## config.mk

```make
export PLATFORM = sky130hd
export DESIGN_NAME = bcd_seg_scanner
export DESIGN_NICKNAME = d
export VERILOG_FILES = /design/src/rtl/bcd_seg_scanner.sv
export SDC_FILE = /design/constraint.sdc
export NUM_CORES = 1
export LEC_CHECK = 0
export CELL_PAD_IN_SITES_DETAIL_PLACEMENT = 2
export CELL_PAD_IN_SITES_GLOBAL_PLACEMENT = 2
export CORE_MARGIN = 2
export CORE_UTILIZATION = 32
export DETAILED_ROUTE_END_ITERATION = 6
export PLACE_DENSITY_LB_ADDON = 0.1
export SETUP_SLACK_MARGIN = 0.5
export SLEW_MARGIN = 20
export SYNTH_ARGS = -nofsm -noshare
export SYNTH_HDL_FRONTEND = slang
export SYNTH_SLANG_ARGS = --single-unit
```

## constraint.sdc

```tcl
create_clock -name clk -period 2.9 [get_ports clk]
set_input_delay 0.725 -clock clk [delete_from_list [all_inputs] [get_ports clk]]
set_output_delay 0.725 -clock clk [all_outputs]
set_load 0.005 [all_outputs]
```

## src/rtl/bcd_seg_scanner.sv

```systemverilog
// Two-digit multiplexed 7-segment driver: per-frame shadow capture, blank gap
// between digits, optional leading-zero blanking. All outputs registered.
module bcd_seg_scanner #(
   parameter int unsigned SLOT_CYCLES = 4
) (
   input  logic       clk,
   input  logic       reset,
   input  logic [3:0] cnt_zero,
   input  logic [3:0] cnt_one,
   input  logic       blank_lz,
   output logic [6:0] seg,
   output logic [1:0] an,
   output logic       frame_done
);

   localparam int unsigned SC_W = $clog2(SLOT_CYCLES);
   localparam logic [SC_W-1:0] SC_LAST = SC_W'(SLOT_CYCLES - 1);
   localparam logic [6:0] SEG_OFF = 7'h7F;

   typedef enum logic {
      ST_RESTART,
      ST_RUN
   } state_t;

   state_t          state, state_n;
   logic [SC_W-1:0] sc, sc_n;
   logic            ss, ss_n;
   logic [7:0]      shadow, shadow_n;
   logic [6:0]      seg_n;
   logic [1:0]      an_n;
   logic            frame_done_n;

   // Active-low segment pattern {g,f,e,d,c,b,a}; non-BCD shows a dash.
   function automatic logic [6:0] decode(input logic [3:0] d);
      case (d)
         4'd0:    decode = 7'h40;
         4'd1:    decode = 7'h79;
         4'd2:    decode = 7'h24;
         4'd3:    decode = 7'h30;
         4'd4:    decode = 7'h19;
         4'd5:    decode = 7'h12;
         4'd6:    decode = 7'h02;
         4'd7:    decode = 7'h78;
         4'd8:    decode = 7'h00;
         4'd9:    decode = 7'h10;
         default: decode = 7'h3F;
      endcase
   endfunction

   always_ff @(posedge clk) begin
      if (reset) begin
         state      <= ST_RESTART;
         sc         <= '0;
         ss         <= 1'b0;
         shadow     <= 8'h00;
         seg        <= SEG_OFF;
         an         <= 2'b11;
         frame_done <= 1'b0;
      end else begin
         state      <= state_n;
         sc         <= sc_n;
         ss         <= ss_n;
         shadow     <= shadow_n;
         seg        <= seg_n;
         an         <= an_n;
         frame_done <= frame_done_n;
      end
   end

   // Outputs are decoded from the next position so they land with the edge that enters it.
   always_comb begin
      state_n      = ST_RUN;
      sc_n         = sc;
      ss_n         = ss;
      shadow_n     = shadow;
      seg_n        = SEG_OFF;
      an_n         = 2'b11;
      frame_done_n = 1'b0;

      if (state == ST_RESTART || (ss && sc == SC_LAST)) begin
         sc_n     = '0;
         ss_n     = 1'b0;
         shadow_n = {cnt_one, cnt_zero};
      end else if (sc == SC_LAST) begin
         sc_n = '0;
         ss_n = 1'b1;
      end else begin
         sc_n = sc + SC_W'(1);
      end

      // Slot position 0 stays blank to suppress ghosting.
      if (sc_n != '0) begin
         if (!ss_n) begin
            an_n  = 2'b10;
            seg_n = decode(shadow_n[3:0]);
         end else if (!(blank_lz && shadow_n[7:4] == 4'd0)) begin
            an_n  = 2'b01;
            seg_n = decode(shadow_n[7:4]);
         end
      end

      frame_done_n = ss_n && (sc_n == SC_LAST);
   end

endmodule

```

==> impl.org <==
** Timing
- Number of pins exceeding their max-slew limit in the final report :: 0
- Setup total negative slack on the finished layout was measured at 0 ps.
- Fin Clk Skew :: approximately 2.1 ps
- Ratio of final minimum period to clock period :: approximately four fifths
- Worst slew margin relative to its limit :: just over 50%
- At the pin with the least slew margin, the transition time is between 700 and 800 ps.
- Setup slack on the critical path of the routed design comes to 602 ps.
- RSZ-0062 raised after global routing :: false
- Timing would allow up to 0.435 GHz.
- The hold violation total from the final report is 0.
- The clock period could shrink to around 2300 ps.
- Setup violation total in the final timing report :: 0

** Placement
- Cell Area, Placed :: 1610 sq um
- OpenSTA, run right after detailed placement, puts the worst setup slack at ~100 ps.
- Estimated wirelength of the detail-placed design :: about 3300 um
- Number of port buffers :: 20
- Final estimated routing congestion in global placement :: approximately 0.81

** Logic synthesis
- Number of register bits inferred by synthesis :: 22
- Synthesized netlist cell count :: 154
- For this run, the register share of the synthesized area comes to between 30% and 40%.
- Ys flop type :: dfxtp_1
- Net count of the mapped netlist :: around 180
- Largest cells by area after synthesis :: dfxtp_1 (33%), ha_1 (9.2%), nand2_1 (3.9%)
- FFs w/ async S/R, synth :: 0%
- Yosys mapped a number of flops with a built-in enable equal to 0.
- Average instance area after synthesis :: about 8.8 sq um
- Synthesis instantiated 43 different standard cells from the library.
- After synthesis the cells add up to about 1400 sq um.
- The synthesized design devotes to its leading area cell type between 30% and 40% of total area.
- Most frequent cells after synthesis :: dfxtp_1 (22), nand2_1 (14), nor2_1 (12)
- Syn. warnings :: 0
- Most numerous cell in the Yosys netlist :: dfxtp_1
- Cell type with the largest total area after synthesis :: dfxtp_1

** Worst setup path
- In this run the critical register-to-register path is captured at seg[3]$_SDFF_PP1_.
- CP Data Arrival Time :: ~2500 ps
- CP Data Required Time :: 3050 ps
- Of all nets on the critical path, the largest fanout is 4.
- Counting cells, the worst reg-to-reg path comes to 11.
- Register-to-register setup slack :: approximately 630 ps
- Startpoint of the most critical register-to-register path :: sc[0]$_SDFF_PP0_
- The worst setup path is launched from a primary input.
- By startpoint and endpoint, the worst setup path is classified as in2reg.
- STA classifies the critical path endpoint as a register.
- The most critical setup path has its startpoint at reset.
- In this run the worst setup path terminates at seg[1]$_SDFF_PP1_.

** Power and ir drop
- For this design the static power due to leakage is 0.708 nW.
- Power density relative to cell area :: 416 nW/um^2
- Pwr Total :: around 0.00075 W
- The worst-case IR drop observed on VDD is between 0.3 and 0.4 mV.

** Global routing
- Global-route wire length before repair :: roughly 6900 um
- Entering global routing, the biggest net connects 15 pins.
- The initial antenna violation count came to 0.
- After global routing the overflow that remains totals 0.
- Global routing used approximately 18% of the available tracks across all layers.
- Number of global-route vias before repair :: between 1000 and 1500

** Cells and area
- Post-Layout Inst Area :: around 1800 sq um
- Layout overhead on the synthesized area :: 32.6%
- The number of antenna diodes in the final layout is 0.
- The filler cells instantiated in the layout total between 400 and 500.
- The post-route netlist has between 10% and 20% of its cells at a drive strength greater than 1.
- Net total in the final layout :: slightly above 200

** CTS
- Maximum level of the CTS H-tree :: 1
- CTS tree :: yes
- Counting every sink on the clock net gives 22.
- The cell sitting at the root of the clock tree is a clkbuf_8.
- Count of hold-fix buffers inserted at cts :: 0
- Post-CTS clock slew at the launch and capture registers of the worst setup and hold paths :: 80 ps
- Total CTS buffers :: 3
- Insertion delay of the later-clocked pin in the worst-skew pair :: between 200 and 300 ps
- Maximum number of buffers from clock root to sink :: 2

** Floorplan
- The floorplan has 23 rows.
- Effective utilization at floorplan :: 33.6%
- Die X :: a little under 70 um
- Std-Cell Core Area :: 4030 sq um
- Die Ht :: 69.0 um
- I/O Pins :: 21
- Area enclosed by the die boundary :: roughly 4800 sq um

** Route
- Via count :: 1244
- After the first detailed-routing iteration, the DRC count stood at 34.
- Routed WL per cell :: between 15 and 20 um
- Detailed-route vias per instance :: ~5.3
- Count of TritonRoute iterations in the first routing pass :: 4
- In the routed design, unresolved DRC markers number 0.
- Remaining antenna violation count :: 0
- The final layout contains routed wiring with a total length of roughly 4100 um.

** Run status
- Run status :: completed

** Hold path
- The min-delay analysis places its worst path in the category reg2reg.

** Run
- The tool flagged a number of max-cap violations equal to 0.
cell usage in the layout (no fill, tap or decap), drive strengths merged, types with 2 or more instances in the layout:
cell           count
dfxtp             22
clkdlybuf4s50     20
nand2             14
buf               13
nor2              12
inv               11
nand3             10
ha                10
a21oi              9
o21ai              7
mux2i              6
nand2b             5
nor2b              5
o211ai             4
clkbuf             4
nor3               3
nor3b              3
nand3b             3
a31oi              2
or3                2
o2111ai            2
a21boi             2
a2111oi            2
o311ai             2
metal layers:
layer	vias to the layer above	track usage, %	routed length, um
met3	2	3.95	115
li1	615	-	-
met1	609	23.5	1930
met4	0	2.83	24
met2	18	30.6	2080
met5	-	0	0
kinds of logic (layout without fill, tap and decap cells):
logic type                 Yosys count  in the layout  synth area share [%]
and+or+nand+nor                     60             60                  22.6
adders and majority gates           10             10                  9.24
AOI/OAI and AO/OA                   38             38                  21.4
xor gates and xnor gates             1              1                 0.647
buffers and inverters               17             48                  7.02
DFF                                 22             22                  32.5
muxes                                6              6                  6.56
area by class of cell:
class / instances / area (sq um) / area share (%)
clock buffer: 4 / 55.1 / 3.07
sequential: 22 / 440 / 24.5
timing repair buffer: 33 / 327 / 18.2
multi-input combinational: 115 / 870 / 48.4
tap: 50 / 62.6 / 3.48
inverter: 11 / 41.3 / 2.30
power breakdown:
| group | switching (W) | internal, W | total (W) |
|---|---|---|---|
| Combinational | 0.0000998 | 0.0000972 | 0.000197 |
| Sequential | 0.0000115 | 0.000318 | 0.000329 |
| Clock | 0.0000990 | 0.000121 | 0.000220 |
| Total | 0.000210 | 0.000536 | 0.000746 |
critical path: stages:
cell and delay (ps):
clkdlybuf4s50_1 420, nand2b_1 200, a2111oi_1 700, o2111ai_1 220, o311a_1 180
metrics by stage:
step           hold slack (ps)  util [%]  std cells
3_5_place_dp               470      39.9        224
2_1_floorplan              442         -        154
3_3_place_gp               458      39.9        224
4_1_cts                    482      41.5        228
6_report                   474      44.6        235
5_1_grt                    521      44.6        235
state kept, by name (all words and copies together), names as in the netlist:
name	flops
an	2
frame_done	1
sc	2
seg	7
shadow	8
ss	1
state	1
worst min-delay path by stage:
stage / endpoint / slack, ps / startpoint / cells past startpoint
after floorplan: shadow[3]$_SDFF_PP0_ / 440 / shadow[3]$_SDFF_PP0_ / 2
after global placement: shadow[3]$_SDFF_PP0_ / 460 / shadow[3]$_SDFF_PP0_ / 2
after detailed placement: shadow[3]$_SDFF_PP0_ / 470 / shadow[3]$_SDFF_PP0_ / 2
after CTS: shadow[3]$_SDFF_PP0_ / 480 / shadow[3]$_SDFF_PP0_ / 2
after global routing: shadow[3]$_SDFF_PP0_ / 520 / shadow[3]$_SDFF_PP0_ / 2
final: shadow[3]$_SDFF_PP0_ / 470 / shadow[3]$_SDFF_PP0_ / 2
timing repair:
| item | in CTS | in global routing |
|---|---|---|
| setup buffers | 0 | 7 |
| pin swaps | 0 | 2 |
| endpoints found under the setup margin | 5 | 6 |
| resized for setup | 3 | 8 |
Note: power is estimated with default switching activity, not from simulation.
